### config.mk
export PLATFORM = sky130hd
export DESIGN_NAME = shift_op_sequencer_flat
export DESIGN_NICKNAME = d
export VERILOG_FILES = /design/src/rtl/shift_op_sequencer_pkg.sv /design/src/rtl/shift_op_sequencer_if.sv /design/src/rtl/shift_op_sequencer_rr_arbiter.sv /design/src/rtl/shift_op_sequencer.sv /design/src/flat_wrapper.sv
export SDC_FILE = /design/constraint.sdc
export NUM_CORES = 1
export LEC_CHECK = 0
export CAP_MARGIN = 0
export CORE_AREA = 5 5 152 154
export DETAILED_ROUTE_END_ITERATION = 16
export DIE_AREA = 0 0 157 159
export PLACE_DENSITY = 0.72
export RECOVER_POWER = 100
export SYNTH_ARGS = -nofsm -noshare
export SYNTH_HDL_FRONTEND = slang
export SYNTH_SLANG_ARGS = --single-unit
### constraint.sdc
create_clock -name clk_i -period 4.3 [get_ports clk_i]
set_clock_uncertainty 0.15 [all_clocks]
set_input_delay 0.86 -clock clk_i [delete_from_list [all_inputs] [get_ports clk_i]]
set_output_delay 0.86 -clock clk_i [all_outputs]
set_load 0.005 [all_outputs]
### src/rtl/shift_op_sequencer_pkg.sv
// Shared types and helpers for the shift operation sequencer: opcodes, FSM states
// and the rule deciding whether an operation needs a second shifter pass.
package shift_op_sequencer_pkg;

  localparam int DATA_W = 32;

  typedef enum logic [2:0] {
    OP_SLL = 3'd0,
    OP_SRL = 3'd1,
    OP_SRA = 3'd2,
    OP_ROL = 3'd3,
    OP_ROR = 3'd4
  } op_e;

  typedef enum logic [1:0] {
    ST_IDLE,
    ST_PASS1,
    ST_PASS2,
    ST_DONE
  } state_e;

  function automatic logic isReserved(logic [2:0] op);
    return op > 3'd4;
  endfunction

  // SRA fills the vacated top bits with a second pass; rotates merge the wrapped part.
  function automatic logic needsSecondPass(logic [2:0] op, logic dataMsb, logic [31:0] amt);
    case (op)
      OP_SRA:         return (amt != 32'd0) && (amt < 32'd32) && dataMsb;
      OP_ROL, OP_ROR: return amt[4:0] != 5'd0;
      default:        return 1'b0;
    endcase
  endfunction

endpackage

### src/rtl/shift_op_sequencer_if.sv
// Request, result and shared-shifter buses of the shift operation sequencer.
// slave = sequencer side, master = clients plus the external shifter.
interface shift_op_sequencer_if
  import shift_op_sequencer_pkg::*;
#(
  parameter int N_REQ = 2
);
  logic [N_REQ-1:0]        reqValid;
  logic [3*N_REQ-1:0]      reqOp;
  logic [DATA_W*N_REQ-1:0] reqD;
  logic [DATA_W*N_REQ-1:0] reqS;
  logic [N_REQ-1:0]        reqGnt;

  logic                    resValid;
  logic                    resReady;
  logic [DATA_W-1:0]       resData;
  logic [1:0]              resId;
  logic                    resErr;

  logic [DATA_W-1:0]       shD;
  logic [DATA_W-1:0]       shS;
  logic                    shLnr;
  logic [DATA_W-1:0]       shY;

  modport slave (
    input  reqValid, reqOp, reqD, reqS, resReady, shY,
    output reqGnt, resValid, resData, resId, resErr, shD, shS, shLnr
  );

  modport master (
    output reqValid, reqOp, reqD, reqS, resReady, shY,
    input  reqGnt, resValid, resData, resId, resErr, shD, shS, shLnr
  );
endinterface

### src/rtl/shift_op_sequencer_rr_arbiter.sv
// Round-robin arbiter: one-hot grant to the first requester after the pointer,
// pointer moves to the winner when the grant is accepted.
module shift_op_sequencer_rr_arbiter #(
  parameter int N_REQ = 2
) (
  input  logic             clk_i,
  input  logic             rst_i,
  input  logic             en_i,
  input  logic [N_REQ-1:0] req_i,
  input  logic             accept_i,
  output logic [N_REQ-1:0] gnt_o,
  output logic [1:0]       gntId_o
);

  logic [1:0] ptr_q, ptr_d;
  logic       found;

  always_comb begin
    gnt_o   = '0;
    gntId_o = '0;
    found   = 1'b0;
    for (int k = 1; k <= N_REQ; k++) begin
      for (int i = 0; i < N_REQ; i++) begin
        if (en_i && !found && req_i[i] &&
            ((int'(ptr_q) + k == i) || (int'(ptr_q) + k == i + N_REQ))) begin
          found    = 1'b1;
          gnt_o[i] = 1'b1;
          gntId_o  = 2'(i);
        end
      end
    end
    ptr_d = accept_i ? gntId_o : ptr_q;
  end

  always_ff @(posedge clk_i) begin
    if (rst_i) ptr_q <= 2'(N_REQ - 1);
    else       ptr_q <= ptr_d;
  end

endmodule

### src/rtl/shift_op_sequencer.sv
// Shares one external logical barrel shifter between N_REQ clients, building
// SLL/SRL/SRA/ROL/ROR from one or two shifter passes, one operation in flight.
module shift_op_sequencer
  import shift_op_sequencer_pkg::*;
#(
  parameter int N_REQ = 2
) (
  input  logic                 clk_i,
  input  logic                 rst_i,
  shift_op_sequencer_if.slave  bus,
  output logic                 busy_o
);

  state_e            state_q, state_d;
  logic [2:0]        op_q, op_d;
  logic [DATA_W-1:0] data_q, data_d;
  logic [DATA_W-1:0] amt_q, amt_d;
  logic [1:0]        id_q, id_d;
  logic [DATA_W-1:0] acc_q, acc_d;
  logic [DATA_W-1:0] resData_q, resData_d;
  logic              resErr_q, resErr_d;

  logic [N_REQ-1:0]  gnt;
  logic [1:0]        gntId;
  logic              fire;
  logic [2:0]        opSel;
  logic [DATA_W-1:0] dSel, sSel;
  logic [DATA_W-1:0] shD, shS;
  logic              shLnr;

  shift_op_sequencer_rr_arbiter #(.N_REQ(N_REQ)) u_arb (
    .clk_i    (clk_i),
    .rst_i    (rst_i),
    .en_i     ((state_q == ST_IDLE) && !rst_i),
    .req_i    (bus.reqValid),
    .accept_i (fire),
    .gnt_o    (gnt),
    .gntId_o  (gntId)
  );

  assign fire = |(bus.reqValid & gnt);

  always_comb begin
    opSel = '0;
    dSel  = '0;
    sSel  = '0;
    for (int i = 0; i < N_REQ; i++) begin
      if (gntId == 2'(i)) begin
        opSel = bus.reqOp[3*i +: 3];
        dSel  = bus.reqD[DATA_W*i +: DATA_W];
        sSel  = bus.reqS[DATA_W*i +: DATA_W];
      end
    end
  end

  always_comb begin
    state_d   = state_q;
    op_d      = op_q;
    data_d    = data_q;
    amt_d     = amt_q;
    id_d      = id_q;
    acc_d     = acc_q;
    resData_d = resData_q;
    resErr_d  = resErr_q;
    shD       = '0;
    shS       = '0;
    shLnr     = 1'b0;
    case (state_q)
      ST_IDLE: begin
        if (fire) begin
          op_d     = opSel;
          data_d   = dSel;
          amt_d    = sSel;
          id_d     = gntId;
          resErr_d = 1'b0;
          if (isReserved(opSel)) begin
            resData_d = dSel;
            resErr_d  = 1'b1;
            state_d   = ST_DONE;
          end else if (opSel == OP_SRA && sSel >= 32'd32) begin
            resData_d = {DATA_W{dSel[DATA_W-1]}};
            state_d   = ST_DONE;
          end else begin
            state_d = ST_PASS1;
          end
        end
      end
      ST_PASS1: begin
        shD   = data_q;
        shLnr = (op_q == OP_SLL) || (op_q == OP_ROL);
        shS   = ((op_q == OP_ROL) || (op_q == OP_ROR)) ? {27'd0, amt_q[4:0]} : amt_q;
        acc_d = bus.shY;
        if (needsSecondPass(op_q, data_q[DATA_W-1], amt_q)) begin
          state_d = ST_PASS2;
        end else begin
          resData_d = bus.shY;
          state_d   = ST_DONE;
        end
      end
      ST_PASS2: begin
        // Second pass supplies the sign fill (SRA) or the wrapped-around bits (rotates).
        if (op_q == OP_SRA) begin
          shD   = '1;
          shS   = 32'd32 - amt_q;
          shLnr = 1'b1;
        end else begin
          shD   = data_q;
          shS   = 32'd32 - {27'd0, amt_q[4:0]};
          shLnr = (op_q == OP_ROR);
        end
        resData_d = acc_q | bus.shY;
        state_d   = ST_DONE;
      end
      ST_DONE: begin
        if (bus.resReady) state_d = ST_IDLE;
      end
      default: state_d = ST_IDLE;
    endcase
  end

  always_ff @(posedge clk_i) begin
    if (rst_i) begin
      state_q   <= ST_IDLE;
      op_q      <= '0;
      data_q    <= '0;
      amt_q     <= '0;
      id_q      <= '0;
      acc_q     <= '0;
      resData_q <= '0;
      resErr_q  <= 1'b0;
    end else begin
      state_q   <= state_d;
      op_q      <= op_d;
      data_q    <= data_d;
      amt_q     <= amt_d;
      id_q      <= id_d;
      acc_q     <= acc_d;
      resData_q <= resData_d;
      resErr_q  <= resErr_d;
    end
  end

  assign bus.reqGnt   = gnt;
  assign bus.resValid = (state_q == ST_DONE);
  assign bus.resData  = resData_q;
  assign bus.resId    = id_q;
  assign bus.resErr   = resErr_q;
  assign bus.shD      = shD;
  assign bus.shS      = shS;
  assign bus.shLnr    = shLnr;
  assign busy_o       = (state_q != ST_IDLE);

endmodule

### src/flat_wrapper.sv
// flat-port wrapper written by rule: the top's interface ports become plain ports
module shift_op_sequencer_flat import shift_op_sequencer_pkg::*;
#(
  parameter int N_REQ = 2
)
  (clk_i, rst_i, busy_o, bus_reqValid, bus_reqOp, bus_reqD, bus_reqS, bus_resReady, bus_shY, bus_reqGnt, bus_resValid, bus_resData, bus_resId, bus_resErr, bus_shD, bus_shS, bus_shLnr);
  shift_op_sequencer_if #(.N_REQ(N_REQ)) bus_i ();
  input  logic clk_i;
  input  logic rst_i;
  output logic busy_o;
  input wire logic [$bits(bus_i.reqValid)-1:0] bus_reqValid;
  input wire logic [$bits(bus_i.reqOp)-1:0] bus_reqOp;
  input wire logic [$bits(bus_i.reqD)-1:0] bus_reqD;
  input wire logic [$bits(bus_i.reqS)-1:0] bus_reqS;
  input wire logic [$bits(bus_i.resReady)-1:0] bus_resReady;
  input wire logic [$bits(bus_i.shY)-1:0] bus_shY;
  output wire logic [$bits(bus_i.reqGnt)-1:0] bus_reqGnt;
  output wire logic [$bits(bus_i.resValid)-1:0] bus_resValid;
  output wire logic [$bits(bus_i.resData)-1:0] bus_resData;
  output wire logic [$bits(bus_i.resId)-1:0] bus_resId;
  output wire logic [$bits(bus_i.resErr)-1:0] bus_resErr;
  output wire logic [$bits(bus_i.shD)-1:0] bus_shD;
  output wire logic [$bits(bus_i.shS)-1:0] bus_shS;
  output wire logic [$bits(bus_i.shLnr)-1:0] bus_shLnr;
  assign bus_i.reqValid = bus_reqValid;
  assign bus_i.reqOp = bus_reqOp;
  assign bus_i.reqD = bus_reqD;
  assign bus_i.reqS = bus_reqS;
  assign bus_i.resReady = bus_resReady;
  assign bus_i.shY = bus_shY;
  assign bus_reqGnt = bus_i.reqGnt;
  assign bus_resValid = bus_i.resValid;
  assign bus_resData = bus_i.resData;
  assign bus_resId = bus_i.resId;
  assign bus_resErr = bus_i.resErr;
  assign bus_shD = bus_i.shD;
  assign bus_shS = bus_i.shS;
  assign bus_shLnr = bus_i.shLnr;
  shift_op_sequencer #(.N_REQ(N_REQ)) u_core (.clk_i(clk_i), .rst_i(rst_i), .bus(bus_i), .busy_o(busy_o));
endmodule
# == Word level (Yosys, flattened, before mapping) ==
# Index checks and enable logic that the tools add are counted.
# totals
ff_bits,138
out_inout_bits,104
word_cells,111
# op_classes
add_sub_neg,4
n_lt_le_gt_ge,3
n_eq_ne,18
mux,36
bitwise_logic,2
n_reduce_logical,39
# ops
operator,count
$mux W32,11
$pmux W32 S2,2
$pmux W32 S3,1
$eq A32 B2 Y1 const B,2
$eq A32 B3 Y1 const B,2
$logic_not A32 Y1,2
$ge A32 B6 Y1 const B,1
$lt A32 B6 Y1 const B,1
$or A32 B32 Y32,1
$reduce_bool A32 Y1,1
$sub A6 B32 Y32 const A,1
$eq A3 B2 Y1 const B,5
$logic_and A1 B1 Y1,15
$mux W2,6
$mux W1,11
$pmux W2 S4,1
$sub A6 B5 Y7 const A,1
$logic_or A1 B1 Y1,6
$mux W3,2
$ne A2 B2 Y1 const B,3
$reduce_bool A5 Y1,1
$eq A2 B1 Y1 const B,2
$eq A2 B2 Y1 const B,2
$logic_not A1 Y1,4
14 further kinds,18

# == Logic depth before layout (Yosys ltp) ==
# Gate-level depths: netlist of run 1.
# depth
depth_word,29
depth_mapped,13

# == Hierarchy ==
# Synthesis of run 1 repeated with hierarchy kept, for this count alone.
# hier_totals
cells_unflattened,1130
hier_area_um2,8378.0
# modules_own_cells
module,instances,cells_per_inst,area_each_um2,seq_area_each_um2
shift_op_sequencer,1,1118,8290.5,2722.6
shift_op_sequencer_rr_arbiter,1,12,87.6,20.0

# == Worst setup path before layout of run 1 ==
# Ideal clock, no wire load.
# synth_path
kind,flip-flop to output port
start,register u_core.amt_q[8]
end,output bus_shS[20]
t_arrival_ns,2.305
path_slack_ns,0.985
stages_incl_launch_ff,8
path_buffers,1
path_cell_list,dfxtp_1 > buf_6 > or4_4 > nor4_4 > nand2_2 > or3_4 > o31a_1 > o221a_1
# synth_between
elab_chain_len,3
# synth_lines
item,line_no,source
start: declaration,shift_op_sequencer.sv:17,"logic [DATA_W-1:0] amt_q, amt_d;"
start signal: assignment,shift_op_sequencer.sv:135,amt_q <= amt_d;
$sub A6 B32 Y32,shift_op_sequencer.sv:104,shS = 32'd32 - amt_q;
$mux W32,shift_op_sequencer.sv:102,if (op_q == OP_SRA) begin
$pmux W32 S2,shift_op_sequencer.sv:68,case (state_q)
end: declaration,flat_wrapper.sv:23,output wire logic [$bits(bus_i.shS)-1:0] bus_shS;
# Every way passes these cells.

# == Worst setup path after layout of run 1 ==
# layout_path
start,register u_core.amt_q[8]
end,output bus_shS[17]
# The elaborated chain is that of the path after synthesis.

==> results.md, run 1 <==
- Status: finished with violations
- Failing checks: max-capacitance violations, max-slew violations
- Setup tns final: 0 ps
- Fraction of layout cells with a size suffix above 1: 6.52%
- Fillers: 2015
- Area growth, synth to finish: 44.2%
- P_leak: 4.38 nW
- Most used cell, CP: buf_4
- Gate power share: 49.8%
- Area of the core: 21600 um^2
- Nature of the critical path startpoint: flop
- Deepest clock path buffer count: 2
- Cts bufs inserted: 17
- Slowest-stage cell, CP: or4_4
- Max Cap Viol: 1
- Initial Util: 37.2%
- CP max FO: 8
- Most common cell after layout, fill and taps aside: nor2_1
- Arrival @ worst endpoint: 3180 ps
- Post-route minimum period: 4190 ps
- Critical path endpoint category: output pin
- Root buffer cell: clkbuf_16
- DRC viols: 0
- Final worst path period share: 97.4%
- Number of global-route vias before repair: 8875
- Synth Flop Type: dfxtp_1
- Power Density: 594 nW/um^2
- Total Routing Usage GR: 25.3%
- Seq/Total Area, Yosys: 33.9%
- Crit-path max cell delay: 570 ps
- Starting DRT DRC Count: 891
- Worst hold path type: flop to flop
- Critical path type: flop to output pin
- Worst hold start: u_core.bus.resId[0]
- DIE AREA: 25000 um^2
- Total Nets Final: 1499
- Switching Share: 43.2%
- H-tree depth: 4
- Cell family with most CP delay: simple AND/OR/NAND/NOR gates
- Die Y: 159 um
- Via count: 9609
- Req. time, crit path: 3290 ps
- Hold Vio Cnt, Final: 0
- # clock sinks: 136
- Final hold slack: 311 ps
- Total iterations of the first detailed-routing run: 5
- DP Area: 11000 um^2
- Dpl hpwl: 23100 um
- Post-synth top area share: 33.9%
- Initial antenna violation count: 4
- CP startpoint: u_core.amt_q[8]
- Sequential Power Share: 28.2%
- Buffers on Ports: 273
- Worst IR Drop VDD: 347 uV
- Part of the power in the clock network: 22.0%
- Measured slew at the worst slew-check pin: 2110 ps
- Std cell rows: 54
- Leading area contributor after synthesis: dfxtp_1
- Cells after synthesis: 1104
- Relative max-transition margin: -40.6%
- Netlist cell types: 60
- CTS clk-pin slew, worst paths: 70 ps
- Post-layout instance area: 11600 um^2
- Commonest non-fill, non-tap cells in the layout: nor2_1, clkdlybuf4s50_1, dfxtp_1, nor3_1, a21oi_1
- Synth Warn #: 0
- Yosys reg bits: 136
- Largest net degree at the start of global routing: 103
- Worst R2R Start: u_core.state_q[0]
- Final setup fails: 0
- Psw: 0.00297 W
- Avg Synthesized Cell Area: 7.27 um^2
- Synth top area cells: dfxtp_1, nor2_1, nor3_1
- Fmax achieved: 239 MHz
- Vias/cell: 5.95
- CP bufs+invs: 3
- TritonCTS clock tree: built
- Syn nets: 1282
- Grt ovf: 0
- Worst skew pair latency: 430 ps
- I/O pin cnt: 275
- GP Congestion: 0.903
- Internal cell power: 0.00390 W
- Synth async-reset ratio: 0%
- WL per Instance: 20.8 um
- Die W: 157 um
- First-pass GRT wire length: 50500 um
- Netlist Area Pre-Place: 8030 um^2
- Number of synthesized flops with an enable pin: 0
- Slew Viols, Final: 97
- Post-DRT Antenna Nets: 0
- Post-Route WL: 33600 um
- Crit path cell chain: or4_4 > nor4_4 > buf_4 > buf_4 > nand2_1 > nor3_1 > o21ai_0 > a21oi_1 > clkdlybuf4s50_1
==> per-layer routing <==
| metal | track usage (%) | up-vias | wire length, um |
|---|---|---|---|
| li1 | - | 4497 | - |
| met1 | 35.0 | 4459 | 13800 |
| met2 | 38.8 | 585 | 15200 |
| met3 | 5.76 | 62 | 3550 |
| met4 | 8.64 | 6 | 1030 |
| met5 | 0 | - | 34 |
==> kinds of logic after synthesis <==
group	after synthesis	synth area share, %
other	1	0.0467
AO/OA/AOI/OAI	285	24.0
buffers and inverters	118	6.02
XOR/XNOR	1	0.109
AND/OR/NAND/NOR	521	30.4
adder cells (fa/ha/maj)	7	1.09
flip-flops	136	33.9
multiplexers	35	4.38
==> final timing paths <==
| check | slack (ps) | end | cells past startpoint |
|---|---|---|---|
| hold / removal | 310 | u_core.bus.resId[0] | 2 |
| setup / recovery | 110 | bus_shS[17] | 9 |
| hold reg to reg | 310 | u_core.bus.resId[0] | 2 |
| setup reg to reg | 810 | u_core.data_q[4] | 7 |
==> final cells by class <==
class | count | area, um^2 | share of cell area, %
clock buffer | 17 | 425 | 3.67
tap | 280 | 350 | 3.03
inverter | 10 | 37.5 | 0.324
sequential | 136 | 2720 | 23.5
antenna | 1 | 2.50 | 0.0216
clock inverter | 15 | 180 | 1.56
multi-input combinational | 850 | 4880 | 42.2
timing repair buffer | 306 | 2980 | 25.7
==> through the flow <==
step | instances | util [%] | worst slack [ps] | total power [W]
detailed placement | 1578 | 50.9 | 291 | 0.00539
finish | 1615 | 53.7 | 110 | 0.00687
CTS | 1610 | 53.7 | -29.9 | 0.00692
floorplan | 1104 | - | 985 | 0.00403
global route | 1615 | 53.7 | -15.4 | 0.00728
global placement | 1578 | 50.9 | 388 | 0.00534
==> sequential cells by signal (all words and copies together) (netlist names) <==
| name | count |
|---|---|
| u_core.state_q | 2 |
| u_core.acc_q | 32 |
| u_core.bus.resId | 1 |
| u_core.amt_q | 32 |
| u_core.bus.resData | 32 |
| u_core.bus.resErr | 1 |
| u_core.u_arb.ptr_q | 1 |
| u_core.data_q | 32 |
| u_core.op_q | 3 |
==> synthesized netlist by cell type (10+ instances only) <==
cell type	count
a211oi_1	32
a21oi_1	89
a221oi_1	31
a311oi_1	41
and3_1	33
buf_1	12
clkbuf_1	86
dfxtp_1	136
inv_1	10
mux2i_1	34
nand2_1	89
nand3_1	18
nor2_1	203
nor3_1	112
nor4_1	16
o21ai_0	22
o22ai_1	32
==> repair_timing <==
action,in CTS,in global routing
endpoints found under the setup margin,7,12
cloned,0,0
pin swaps,1,4
buffers inserted,0,4
hold buffers,0,0
endpoints found under the hold margin,0,0
gates resized for setup,2,6
==> power by group through the flow <==
stage	sequential [W]	combinational, W	clock, W
finish	0.00194	0.00342	0.00151
global route	0.00198	0.00373	0.00158
CTS	0.00193	0.00347	0.00153
detailed placement	0.00194	0.00344	0
global placement	0.00194	0.00340	0
floorplan	0.00187	0.00215	0
==> tightest hold or removal path, stage by stage (launching register included) <==
cell     delay [ps]
dfxtp_1         310
nand2_1          50
a21oi_1          50
Power figures use the tool's default switching activity.
==> run 2: changes to the inputs <==
- clock period: 4.3 -> 5.37 ns (I/O delays scaled with it)
==> run 2 against run 1 <==
  * The flow still finishes with violations (max-capacitance violations, max-slew violations)
  * Core utilization shrank 0.71 points
  * Setup slack gained 200 ps
  * Via count is 1.6% lower
  * Global-route usage down 0.21 points
  * Critical endpoint is now bus_shS[30]
  * Highest routed layer unchanged
==> results.md, run 2 (synthesis gave the netlist of run 1 again) <==
- Hold_buf cts: 0 (unchanged)
- Starting DRT DRC Count: 721 (-19%)
- Worst hold path type: flop to flop
- Die W: 157 um (unchanged)
- Req. time, crit path: 4150 ps (+860 ps)
- Total Nets Final: 1484 (-1.0%)
- Dpl cells: 1567 (-0.70%)
- Fraction of layout cells with a size suffix above 1: 5.38% (-1.1 points)
- Post-route minimum period: 5060 ps
- Number of global-route vias before repair: 8906 (+0.35%)
- Max layer used: met5
- Largest net degree at the start of global routing: 106 (+2.9%)
- Postcts setup bufs: 0 (unchanged)
- Final worst path period share: 94.3%
- Deepest clock path buffer count: 2 (unchanged)
- First-pass GRT wire length: 50300 um (-0.41%)
- Root buffer cell: clkbuf_16
- Post-CTS Resized: 0 (-2)
- Crit path cell chain: or4_4 > nor4_2 > nand4_1 > nor3_1 > o21ai_0 > a21oi_1 > dlygate4sd3_1
- Fin util: 53.0% (-0.71 points)
- Std cell rows: 54 (unchanged)
- GP Congestion: 0.931 (+3.1%)
- Initial Util: 37.2% (unchanged)
- Total Routing Usage GR: 25.1% (-0.21 points)
- # clock sinks: 136 (unchanged)
- Die Y: 159 um (unchanged)
- Routed wl met2: 15500 um (+2.1%)
- CP startpoint: u_core.amt_q[8]
- WL per Instance: 20.5 um (-1.5%)
- Initial antenna violation count: 5 (+1)
- CTS clk-pin slew, worst paths: 70 ps (about the same)
- Vias/cell: 5.91 (-0.69%)
- Measured slew at the worst slew-check pin: 2030 ps (-78.3 ps)
- Total iterations of the first detailed-routing run: 5 (unchanged)
- Grt ovf: 0 (unchanged)
- Slowest-stage cell, CP: nor4_2
- Critical path endpoint category: output pin
- Final non-filler cell total: 1601 (-0.87%)
- Worst skew pair latency: 430 ps (about the same)
- Worst R2R Start: u_core.state_q[0]
- CP max FO: 9 (+1)
- Area growth, synth to finish: 42.3%
- Via count: 9460 (-1.6%)
- Status: finished with violations
- Failing checks: max-capacitance violations, max-slew violations
- Hold Vio Cnt, Final: 0 (unchanged)
- Area of the core: 21600 um^2 (unchanged)
- RSZ-0062 raised after global routing: no
- Post-DRT Antenna Nets: 0 (unchanged)
- Power Density: 475 nW/um^2 (-20%)
- Buffers on Ports: 273 (unchanged)
- Storage element area: 2720 um^2 (about the same)
- Slew Viols, Final: 223 (+130%)
- Worst hold start: u_core.bus.resId[0]
- Cts bufs inserted: 17 (unchanged)
- Post-Route WL: 32800 um (-2.3%)
- TritonCTS clock tree: built
- DIE AREA: 25000 um^2 (unchanged)
- Fillers: 2073 (+2.9%)
- Worst IR Drop VDD: 255 uV (-27%)
- Relative max-transition margin: -35.4% (+5.2 points)
- Setup tns final: 0 ps (unchanged)
- Crit-path max cell delay: 790 ps (+220 ps)
- H-tree depth: 4 (unchanged)
- DRC viols: 0 (unchanged)
- Multi-input gate area: 4860 um^2 (-0.44%)
- Dpl hpwl: 23200 um (+0.32%)
- Arrival @ worst endpoint: 3840 ps (+660 ps)
- P_leak: 4.35 nW (-0.72%)
- Most common cell after layout, fill and taps aside: nor2_1
- Final setup fails: 0 (unchanged)
- I/O pin cnt: 275 (unchanged)
- Max Cap Viol: 3 (+2)
- Critical path type: flop to output pin
- Tot Pwr: 0.00542 W (-21%)
- Met3 wire length: 3320 um (-6.3%)
- Met1 Routed Length: 13200 um (-4.0%)
- Nature of the critical path startpoint: flop
- Commonest non-fill, non-tap cells in the layout: nor2_1, clkdlybuf4s50_1, dfxtp_1, nor3_1, dlygate4sd3_1
- Fmax achieved: 198 MHz
[run 2: cell count changes in the layout (fill, tap and decap cells not counted), moves of 2 or more]
| cell | previous run | this run |
|---|---|---|
| clkdlybuf4s50_1 | 196 | 179 |
| dlygate4sd3_1 | 76 | 93 |
| buf_4 | 23 | 13 |
| nor3_1 | 117 | 112 |
| nor3_2 | 1 | 6 |
| buf_12 | 2 | 0 |
| clkbuf_2 | 6 | 4 |
| clkinv_4 | 3 | 1 |
| inv_8 | 5 | 7 |
| nor4_1 | 14 | 16 |
[run 2: area by class of cell]
| cell class | count | share of cell area [%] |
|---|---|---|
| Antenna cell | 2 | 0.0438 |
| Clock buffer | 17 | 3.72 |
| Clock inverter | 15 | 1.54 |
| Inverter | 10 | 0.329 |
| Multi-Input combinational cell | 850 | 42.5 |
| Sequential cell | 136 | 23.8 |
| Tap cell | 280 | 3.07 |
| Timing Repair Buffer | 291 | 24.9 |
[run 2: worst paths after layout]
kind	slack, ps	to	cells after the start
setup / recovery	310	bus_shS[30]	7
hold / removal	310	u_core.bus.resId[0]	2
setup reg to reg	1260	u_core.bus.resData[13]	9
hold reg to reg	310	u_core.bus.resId[0]	2
[run 2: where the power goes]
part	leakage, nW	internal [W]	switching (W)
Combinational	2.93	0.00110	0.00155
Clock	0.295	0.000670	0.000549
Sequential	1.12	0.00131	0.000249
Total	4.35	0.00308	0.00235
[run 2: critical path, delay by kind of cell (launching register included)]
| family | cells | cell delay [ps] |
|---|---|---|
| flip-flops | 1 | 380 |
| AO/OA/AOI/OAI | 2 | 370 |
| AND/OR/NAND/NOR | 4 | 2050 |
| buffers and inverters | 1 | 600 |
[run 2: stage by stage]
stage / hold slack [ps] / cell area [um^2] / setup WS [ps]
final: 310 / 11400 / 308
after global routing: 369 / 11400 / 167
after CTS: 319 / 11500 / 487
after detailed placement: 309 / 10900 / 864
after global placement: 306 / 10900 / 956
after floorplan: 303 / 8030 / 1840
[run 2: layer usage]
layer,global-route usage (%),vias up
li1,-,4476
met1,33.0,4402
met2,40.8,523
met3,6.25,51
met4,7.26,8
met5,0,-
